## config.mk

```make
export PLATFORM = sky130hd
export DESIGN_NAME = acc_drain
export DESIGN_NICKNAME = d
export VERILOG_FILES = /design/src/rtl/acc_pkg.sv /design/src/rtl/requant_sat.sv /design/src/rtl/acc_drain.sv
export SDC_FILE = /design/constraint.sdc
export NUM_CORES = 1
export LEC_CHECK = 0
export CAP_MARGIN = 10
export CORE_UTILIZATION = 45
export CTS_BUF_LIST = sky130_fd_sc_hd__clkbuf_4 sky130_fd_sc_hd__clkbuf_8
export CTS_CLUSTER_DIAMETER = 60
export CTS_CLUSTER_SIZE = 24
export DETAILED_ROUTE_END_ITERATION = 8
export PLACE_DENSITY = 0.68
export SLEW_MARGIN = 20
export SYNTH_ARGS = -nofsm -noshare
export SYNTH_HDL_FRONTEND = slang
export SYNTH_SLANG_ARGS = --single-unit
```

## constraint.sdc

```tcl
create_clock -name iClk -period 10.5 [get_ports iClk]
set_input_delay 2.1 -clock iClk [delete_from_list [all_inputs] [get_ports iClk]]
set_output_delay 2.1 -clock iClk [all_outputs]
set_load 0.05 [all_outputs]
```

## src/rtl/acc_pkg.sv

```systemverilog
// Shared definitions for the accumulator drain: default widths, FSM state
// type and output saturation limits.
package acc_pkg;

  localparam int ACC_W_DEF = 20;
  localparam int OUT_W_DEF = 8;

  typedef enum logic {
    IDLE  = 1'b0,
    DRAIN = 1'b1
  } state_t;

  // Signed saturation bounds for a w-bit two's complement output.
  function automatic int satHi(input int w);
    return (1 << (w - 1)) - 1;
  endfunction

  function automatic int satLo(input int w);
    return -(1 << (w - 1));
  endfunction

  localparam int OUT_MAX_DEF = satHi(OUT_W_DEF);
  localparam int OUT_MIN_DEF = satLo(OUT_W_DEF);

endpackage

```

## src/rtl/requant_sat.sv

```systemverilog
// Combinational requantiser: round-half-up arithmetic right shift, optional
// ReLU, then signed saturation down to OUT_W bits.
module requant_sat
  import acc_pkg::*;
#(
  parameter int ACC_W   = ACC_W_DEF,
  parameter int OUT_W   = OUT_W_DEF,
  parameter int SHIFT_W = 5
) (
  input  logic signed [ACC_W-1:0] a,
  input  logic        [SHIFT_W-1:0] s,
  input  logic                      relu,
  output logic signed [OUT_W-1:0]   q
);

  localparam logic signed [ACC_W:0] HI = (ACC_W + 1)'(satHi(OUT_W));
  localparam logic signed [ACC_W:0] LO = (ACC_W + 1)'(satLo(OUT_W));

  logic        [31:0] sWide;
  logic signed [ACC_W:0] aExt;
  logic signed [ACC_W:0] rnd;
  logic signed [ACC_W:0] sum;
  logic signed [ACC_W:0] r;

  // Shifts wider than the accumulator drop the rounding term, so the result
  // collapses to the sign of the input (0 or -1).
  always_comb begin
    sWide = 32'(s);
    aExt  = {a[ACC_W-1], a};
    rnd   = '0;
    if (sWide != 32'd0 && sWide <= 32'(ACC_W))
      rnd = (ACC_W + 1)'(1) << (sWide - 32'd1);
    sum = aExt + rnd;
    r   = sum >>> sWide;
    if (relu && r[ACC_W])
      r = '0;
    if (r > HI)
      q = HI[OUT_W-1:0];
    else if (r < LO)
      q = LO[OUT_W-1:0];
    else
      q = r[OUT_W-1:0];
  end

endmodule

```

## src/rtl/acc_drain.sv

```systemverilog
// Snapshots a row of PE accumulators and streams the requantised values out
// one per cycle on a valid/ready port, allowing back-to-back tiles.
module acc_drain
  import acc_pkg::*;
#(
  parameter int NUM_PE  = 4,
  parameter int ACC_W   = ACC_W_DEF,
  parameter int OUT_W   = OUT_W_DEF,
  parameter int SHIFT_W = 5
) (
  input  logic                        iClk,
  input  logic                        iRst,
  input  logic [NUM_PE*ACC_W-1:0]     iAcc,
  input  logic                        iCapture,
  input  logic [SHIFT_W-1:0]          iShift,
  input  logic                        iRelu,
  output logic                        oValid,
  input  logic                        iReady,
  output logic [OUT_W-1:0]            oData,
  output logic [$clog2(NUM_PE)-1:0]   oIndex,
  output logic                        oLast,
  output logic                        oBusy,
  output logic                        oOverrun
);

  localparam int IDX_W = $clog2(NUM_PE);

  state_t state, stateNext;

  logic signed [ACC_W-1:0] snap [NUM_PE];
  logic [SHIFT_W-1:0]      shiftR;
  logic                    reluR;

  logic                    transfer;
  logic                    lastXfer;
  logic                    accept;
  logic [IDX_W-1:0]        nextIdx;
  logic signed [ACC_W-1:0] rqA;
  logic [SHIFT_W-1:0]      rqS;
  logic                    rqR;
  logic signed [OUT_W-1:0] rqQ;

  // A capture is only taken when the output side is free or is handing off
  // its last element this cycle; element 0 then comes straight from iAcc
  // because the snapshot is not loaded until the same edge.
  always_comb begin
    transfer = oValid && iReady;
    lastXfer = transfer && oLast;
    accept   = iCapture && (state == IDLE || lastXfer);
    nextIdx  = oIndex + IDX_W'(1);
    if (accept) begin
      rqA = iAcc[0 +: ACC_W];
      rqS = iShift;
      rqR = iRelu;
    end else begin
      rqA = snap[nextIdx];
      rqS = shiftR;
      rqR = reluR;
    end
  end

  requant_sat #(
    .ACC_W  (ACC_W),
    .OUT_W  (OUT_W),
    .SHIFT_W(SHIFT_W)
  ) uRequant (
    .a   (rqA),
    .s   (rqS),
    .relu(rqR),
    .q   (rqQ)
  );

  always_comb begin
    stateNext = state;
    case (state)
      IDLE:    if (accept) stateNext = DRAIN;
      DRAIN:   if (lastXfer && !iCapture) stateNext = IDLE;
      default: stateNext = IDLE;
    endcase
  end

  always_ff @(posedge iClk) begin
    if (iRst)
      state <= IDLE;
    else
      state <= stateNext;
  end

  assign oBusy = (state == DRAIN);

  always_ff @(posedge iClk) begin
    if (accept) begin
      for (int k = 0; k < NUM_PE; k++)
        snap[k] <= iAcc[k*ACC_W +: ACC_W];
      shiftR <= iShift;
      reluR  <= iRelu;
    end
  end

  // Output registers advance on a capture or a transfer and otherwise hold.
  always_ff @(posedge iClk) begin
    if (iRst) begin
      oValid   <= 1'b0;
      oData    <= '0;
      oIndex   <= '0;
      oLast    <= 1'b0;
      oOverrun <= 1'b0;
    end else begin
      oOverrun <= iCapture && (state == DRAIN) && !lastXfer;
      if (accept) begin
        oValid <= 1'b1;
        oData  <= rqQ;
        oIndex <= '0;
        oLast  <= 1'b0;
      end else if (transfer) begin
        if (oLast) begin
          oValid <= 1'b0;
          oData  <= '0;
          oIndex <= '0;
          oLast  <= 1'b0;
        end else begin
          oData  <= rqQ;
          oIndex <= nextIdx;
          oLast  <= (nextIdx == IDX_W'(NUM_PE - 1));
        end
      end
    end
  end

endmodule

```

==> metrics.md, run 1 <==
| Metric | Value |
|---|---|
| Status | completed |
| Share of cells above drive strength 1 | 0.0920 |
| CTS Buf Count | 9 |
| Multi-input logic area | 3900 um2 |
| Sequential Power Share | 0.397 |
| CP arrival | 8.99 ns |
| Net Sw Power | 0.457 mW |
| Fin. max-slew vios | 0 |
| Nets@finish | 934 |
| Ys Warns | 0 |
| R2R Setup Slk | 3.54 ns |
| GR Layer Usage met3 | 0.0433 |
| Global-route usage over all layers | 0.272 |
| Worst-skew pair later-pin latency | 0.39 ns |
| Die extent in x | 126 um |
| Hold path endpoint | oData[3] |
| Crit path required time | 10.78 ns |
| CP Max Fanout | 18 |
| RSZ-0062 raised after global routing | false |
| Filler instances | 1314 |
| Slew @ Worst Pin | 0.936 ns |
| Seq cells post-synth | 100 |
| Final Hold Viols | 0 |
| Internal | 0.729 mW |
| Tot Pwr | 1.19 mW |
| Leak | 3.07 nW |
| Final worst path period need | 8.71 ns |
| Drt pass-1 iters | 5 |
| I/O pin count | 104 |
| CTS Buffer Depth | 2 |
| Relative slew slack | 0.376 |
| Vias in the first global route | 6118 |
| Comb power frac | 0.411 |
| HPWL Detailed | 16400 um |
| Last weighted congestion value of the routability-driven placer | 0.944 |
| Setup TNS | 0 ns |
| Pwr Density | 142 nW/um2 |
| Grt met1 use | 0.390 |
| CTS clock-pin slew for the worst setup and hold paths | 0.10 ns |
| Switching share of power | 0.386 |
| Area delta synth->final | 20.4% |
| Main synth FF type | edfxtp_1 |
| Synth unique cells | 79 |
| Port Buffer Count | 103 |
| CTS root buffer | clkbuf_8 |
| Clock Skew | 0.0155 ns |
| Ys async rst share | 0 |
| FP Rows | 44 |
| Reg2reg start | oLast |
| Netlist Area Pre-Place | 6920 um2 |
| Worst vdd rail ir drop | 0.0820 mV |
| Syn_nets | 843 |
| Vias per Instance | 6.39 |
| Largest net degree at the start of global routing | 81 |
| Sequential cell area | 2800 um2 |
| Max cap viols | 0 |
| Initial core utilization | 0.469 |
| Clk pwr share | 0.192 |
| Post-CTS Hold Buffers | 0 |
| Worst hold stages | 2 |
| Post-route insts no fill | 1010 |
| Register area share after synthesis | 0.405 |
| F_max | 0.115 GHz |
| Worst hold path type | flip-flop to flip-flop |
| Cell count after synthesis | 730 |
| Post-synth EDFFs | 80 |
| CP Launch Type | input port |
| Final setup viols | 0 |
| First-pass GRT wire length | 33200 um |
| WL/cell | 21.0 um |
| Period utilization | 0.829 |
| Initial antenna violation count | 0 |
| Critical path class | input port to flip-flop |
| Antenna Cells | 0 |
| Die H | 126 um |
| Worst R2R End | oData[5] |
| R2R cell count | 24 |
| Drt total wl | 21200 um |
| CTS tree | yes |
| Syn Area/Cell | 9.48 um2 |
| Core box area | 14800 um2 |
| GRT busiest layer | met2 |
| Overflow after GRT | 0 |
| Die area | 15900 um2 |
| DP Area | 8150 um2 |
| Detailed Route Iter0 Violations | 650 |
| Antenna-violating nets left | 0 |
| Num Clock Sinks | 100 |
| CP endpoint kind | flip-flop |
| # H-tree levels | 3 |
| Design area | 8330 um2 |
| DRC Markers | 0 |
| # resized after CTS | 0 |
| Setup repair bufs after CTS | 0 |
| Total number of vias | 6452 |
| Placed cell count | 994 |
| Routing usage on met2 | 0.420 |
| Hold_sp | oData[3] |
-- cell usage after synthesis, drive strengths merged (4+ instances only) --
cell | number | area, um2
mux4 | 20 | 450
nand2b | 9 | 56.3
buf | 13 | 53.8
o22ai | 6 | 37.5
or2 | 5 | 31.3
or3 | 4 | 25.0
nor4 | 9 | 71.3
xor2 | 4 | 35.0
o31ai | 7 | 52.6
a211o | 6 | 52.6
o21ai | 30 | 161
nand3 | 24 | 120
nor2 | 48 | 183
a31oi | 12 | 75.1
o211ai | 24 | 180
ha | 22 | 275
nand4 | 6 | 37.5
inv | 19 | 71.3
nand2 | 135 | 507
xnor2 | 9 | 93.8
clkbuf | 25 | 95.1
and2 | 4 | 25.0
edfxtp | 80 | 2400
a32oi | 5 | 43.8
mux2i | 14 | 156
dfxtp | 20 | 400
mux2 | 4 | 52.6
a211oi | 18 | 135
a21oi | 44 | 220
nor3 | 21 | 105
and3 | 6 | 42.5
a21o | 13 | 97.6
a22oi | 6 | 45.0
-- worst max-delay path, cell delays in order --
cell and delay [ns]:
clkdlybuf4s50_1 0.55, and3_4 0.24, o21ai_4 0.06, inv_4 0.20
mux2i_2 0.75, nand2_1 0.17, nor2_1 0.22, nand2_1 0.18
nand2_1 0.17, nand3_1 0.10, or2_2 0.36, inv_1 0.07
ha_1 0.23, a211oi_1 0.47, o211a_1 0.23, nor2_1 0.07
a211o_1 0.34, mux2i_1 0.62, mux2i_1 0.30, a32oi_1 0.26
nand3_1 0.16, o41ai_1 0.49, and3_1 0.28, a21oi_1 0.08
a221o_1 0.27
-- cell type report --
| type | count | area share |
|---|---|---|
| clock buffers | 11 | 0.0167 |
| clock inverters | 5 | 0.00451 |
| inverters | 19 | 0.00886 |
| multi-input cells | 573 | 0.469 |
| flip-flops and latches | 100 | 0.336 |
| well taps | 184 | 0.0276 |
| repair buffers | 118 | 0.137 |
-- kinds of logic after synthesis --
logic type	synth area share
simple gates	0.188
flops	0.405
xor+xnor	0.0186
buf+inv	0.0318
fa+ha+maj	0.0427
compound gates	0.219
mux	0.0953
-- sequential cells by signal, summed over array words and instances, names as in the netlist --
signal	flops
snap	80
oData	8
shiftR	5
oIndex	2
oBusy	1
oLast	1
oOverrun	1
oValid	1
reluR	1
-- how the worst max path moves through the flow --
| stage | start | end | slack (ns) | cells after the start |
|---|---|---|---|---|
| after global placement | iReady | oData[6] | 1.60 | 25 |
| after detailed placement | iReady | oData[0] | 1.57 | 25 |
| final | iReady | oData[5] | 1.79 | 25 |
| after CTS | iReady | oData[0] | 1.95 | 25 |
| after floorplan | iReady | oData[5] | 1.53 | 23 |
| after global routing | iReady | oData[0] | 1.29 | 25 |
-- cell usage in the layout, fill, tap and decap left out, types with 5 or more instances in the layout --
cell,count
nand2b_1,9
mux4_2,20
nand2_1,135
nor4_1,8
mux2i_1,12
clkbuf_8,9
a21o_1,13
ha_1,22
nor2_1,47
a22oi_1,6
a211o_1,6
nand4_1,6
o22ai_1,6
edfxtp_1,80
o21ai_0,26
dfxtp_1,20
nand3_1,24
a32oi_1,5
o31ai_1,7
nor3_1,21
and3_1,5
buf_4,15
a31oi_1,12
inv_1,16
a211oi_1,17
xnor2_1,7
clkdlybuf4s50_1,103
o211ai_1,24
a21oi_1,44
-- layer usage --
metal | up-vias | wire [um]
met5 | - | 0
met4 | 0 | 495
met3 | 37 | 1610
met2 | 330 | 9500
met1 | 3092 | 9640
li1 | 2993 | -
-- power groups by stage --
stage	clock network (mW)	logic [mW]	registers [mW]
after detailed placement	0	0.473	0.480
after global placement	0	0.475	0.478
after CTS	0.233	0.476	0.471
final	0.227	0.488	0.471
after global routing	0.249	0.519	0.475
after floorplan	0	0.291	0.502
-- per-stage QoR --
stage                     hold slack, ns  worst slack, ns   util
after detailed placement           0.475             1.57  0.552
after global routing               0.517             1.29  0.565
after floorplan                    0.445             1.53      -
final                              0.494             1.79  0.565
after CTS                          0.497             1.95  0.564
after global placement             0.464             1.60  0.552
(Power assumes the default switching activity.)
==> run 2, diff against run 1 <==
--- a/config.mk
+++ b/config.mk
@@ -11,7 +11,7 @@
 export CTS_CLUSTER_DIAMETER = 60
 export CTS_CLUSTER_SIZE = 24
 export DETAILED_ROUTE_END_ITERATION = 8
-export PLACE_DENSITY = 0.68
+export PLACE_DENSITY = 0.71
 export SLEW_MARGIN = 20
 export SYNTH_ARGS = -nofsm -noshare
 export SYNTH_HDL_FRONTEND = slang
==> constraint.sdc (replaced) <==
create_clock -name iClk -period 7.34 [get_ports iClk]
set_input_delay 1.468 -clock iClk [delete_from_list [all_inputs] [get_ports iClk]]
set_output_delay 1.468 -clock iClk [all_outputs]
set_load 0.05 [all_outputs]
==> metrics.md, run 2 (synthesis results as in run 1) <==
| Metric | Value |
|---|---|
| Drt pass-1 iters | 7 (+2) |
| Setup TNS | 0 ns (unchanged) |
| Vias in the first global route | 6809 (+11%) |
| Worst vdd rail ir drop | 0.136 mV (+66%) |
| CTS clock-pin slew for the worst setup and hold paths | 0.11 ns (about the same) |
| Last weighted congestion value of the routability-driven placer | 0.977 (+3.5%) |
| Post-route insts no fill | 1095 (+8.4%) |
| Commonest non-fill, non-tap cells in the layout | nand2_1, clkdlybuf4s50_1, buf_4 |
| Comb power frac | 0.437 (+0.026) |
| Most common cell after layout, fill and taps aside | nand2_1 |
| # H-tree levels | 3 (unchanged) |
| Total number of vias | 6865 (+6.4%) |
| Final Hold Viols | 0 (unchanged) |
| Antenna Cells | 0 (unchanged) |
| CTS Buf Count | 9 (unchanged) |
| Initial core utilization | 0.469 (unchanged) |
| FP Rows | 44 (unchanged) |
| Die area | 15900 um2 (unchanged) |
| Die H | 126 um (unchanged) |
| Worst hold path type | flip-flop to flip-flop |
| CTS root buffer | clkbuf_8 |
| Num Clock Sinks | 100 (unchanged) |
| CP arrival | 7.43 ns (-1.56 ns) |
| Worst path bufs/invs | 4 (+1) |
| Share of cells above drive strength 1 | 0.189 (+0.0968) |
| Max cap viols | 0 (unchanged) |
| F_max | 0.140 GHz |
| Top delay family on crit path | simple AND/OR/NAND/NOR gates |
| Slew @ Worst Pin | 0.774 ns (-0.162 ns) |
| Period utilization | 0.971 |
| I/O pin count | 104 (unchanged) |
| DRC Markers | 0 (unchanged) |
| Initial antenna violation count | 0 (unchanged) |
| WP depth | 21 (-16%) |
| Largest net degree at the start of global routing | 56 (-31%) |
| CTS Buffer Depth | 2 (unchanged) |
| Design area | 9060 um2 (+8.7%) |
| Fin. max-slew vios | 0 (unchanged) |
| Critical path class | input port to flip-flop |
| First-pass GRT wire length | 36300 um (+9.4%) |
| Crit path required time | 7.64 ns (-3.14 ns) |
| CP Max Fanout | 12 (-6) |
| CTS tree | yes |
| Global-route usage over all layers | 0.296 (+0.0243) |
| Top Registers | snap x80, oData x8, shiftR x5 |
| Top reg by flops | snap |
| Vias per Instance | 6.27 (-1.9%) |
| Pwr Density | 202 nW/um2 (+42%) |
| Detailed Route Iter0 Violations | 627 (-3.5%) |
| Core box area | 14800 um2 (unchanged) |
| Final setup viols | 0 (unchanged) |
| R2R cell count | 20 (-17%) |
| Nets@finish | 1019 (+9.1%) |
| CP Cell Sequence | clkdlybuf4s50_1, and3_4, o21ai_4, inv_4, mux2i_2, ha_1, nor4_1, ha_1, and4_1, a221oi_1, buf_4, nand2_1, a21oi_1, xnor2_2, buf_12, a211o_1, a32oi_1, nand4_1, nor4_4, a21oi_1, o211ai_1 |
| Clk pwr share | 0.193 (about the same) |
| Switching share of power | 0.387 (+0.00114) |
| CP Launch Type | input port |
| Setup repair bufs after CTS | 0 (unchanged) |
| Status | completed |
| CP endpoint kind | flip-flop |
| Overflow after GRT | 0 (unchanged) |
| Worst hold stages | 2 (unchanged) |
| Critical path's largest stage delay | 0.63 ns (-0.12 ns) |
| Die extent in x | 126 um (unchanged) |
| HPWL Detailed | 18300 um (+11%) |
| Clock Skew | 0.0139 ns (-0.00159 ns) |
| Worst-skew pair later-pin latency | 0.38 ns (about the same) |
| Final Hold Slack | 0.495 ns (+0.00141 ns) |
| Post-CTS Hold Buffers | 0 (unchanged) |
| Drt total wl | 23100 um (+8.6%) |
| Internal | 1.12 mW (+54%) |
| Sequential Power Share | 0.369 (-0.028) |
| Slowest cell on crit path | nor4_1 |
| Leak | 3.50 nW (+14%) |
| WL/cell | 21.1 um (+0.17%) |
| Final worst path period need | 7.13 ns |
| Relative slew slack | 0.474 (+0.0978) |
| Net Sw Power | 0.707 mW (+55%) |
| DP Area | 8800 um2 (+8.0%) |
| Area delta synth->final | 30.9% |
| Max FFs per register | 80 (unchanged) |
| Port Buffer Count | 103 (unchanged) |
| Antenna-violating nets left | 0 (unchanged) |
| Placed cell count | 1079 (+8.6%) |
| Post-layout util | 0.614 (+0.0493) |
| RSZ-0062 raised after global routing | false |
## run 2: changes by cell type in the layout (fill, tap and decap cells not counted), sizes merged
cell | previous run | this run
buf | 15 | 100
clkinvlp | 2 | 0
clkbuf | 11 | 10
inv | 20 | 23
## run 2: path summary, 6_finish.rpt
kind	slack [ns]	startpoint	to
max	0.21	iReady	oData[3]
min	0.49	oData[0]	oData[0]
max reg2reg	1.34	oLast	oData[3]
min reg2reg	0.49	oData[0]	oData[0]
## run 2: final cells by class
type	count	area, um2
fill	1289	5700
clock buffer	10	131
timing repair buffer	203	1790
clock inverter	6	67.6
multi-input combinational	573	3960
sequential	100	2800
inverter	19	73.8
tap	184	230
## run 2: timing repair
item,CTS,global route
hold endpoints to repair,0,0
gates resized for setup,0,13
setup endpoints to repair,0,7
## run 2: worst min-delay path: cells and delay by family (launching register included)
family             cells  cell delay, ns
AOI/OAI and AO/OA      1            0.07
and+or+nand+nor        1            0.06
DFF                    1            0.33
## run 2: through the flow
step                setup slack (ns)  power, mW
finish                         0.214       1.83
global route                  0.0210       1.92
CTS                            0.232       1.81
global placement             -0.0533       1.45
floorplan                      0.157       1.13
detailed placement            -0.134       1.46
## run 2: power by group through the flow
stage               registers (mW)  logic [mW]  clock network [mW]
floorplan                    0.717       0.417                   0
global placement             0.683       0.770                   0
detailed placement           0.687       0.770                   0
CTS                          0.674       0.774               0.363
global route                 0.679       0.854               0.384
finish                       0.675       0.800               0.354
## run 2: routing by layer
layer,vias to the layer above,global-route usage,share of wire
met3,51,0.0586,0.086
met4,0,0.0964,0.029
li1,3167,-,-
met5,-,0,0
met2,389,0.472,0.46
met1,3258,0.405,0.43
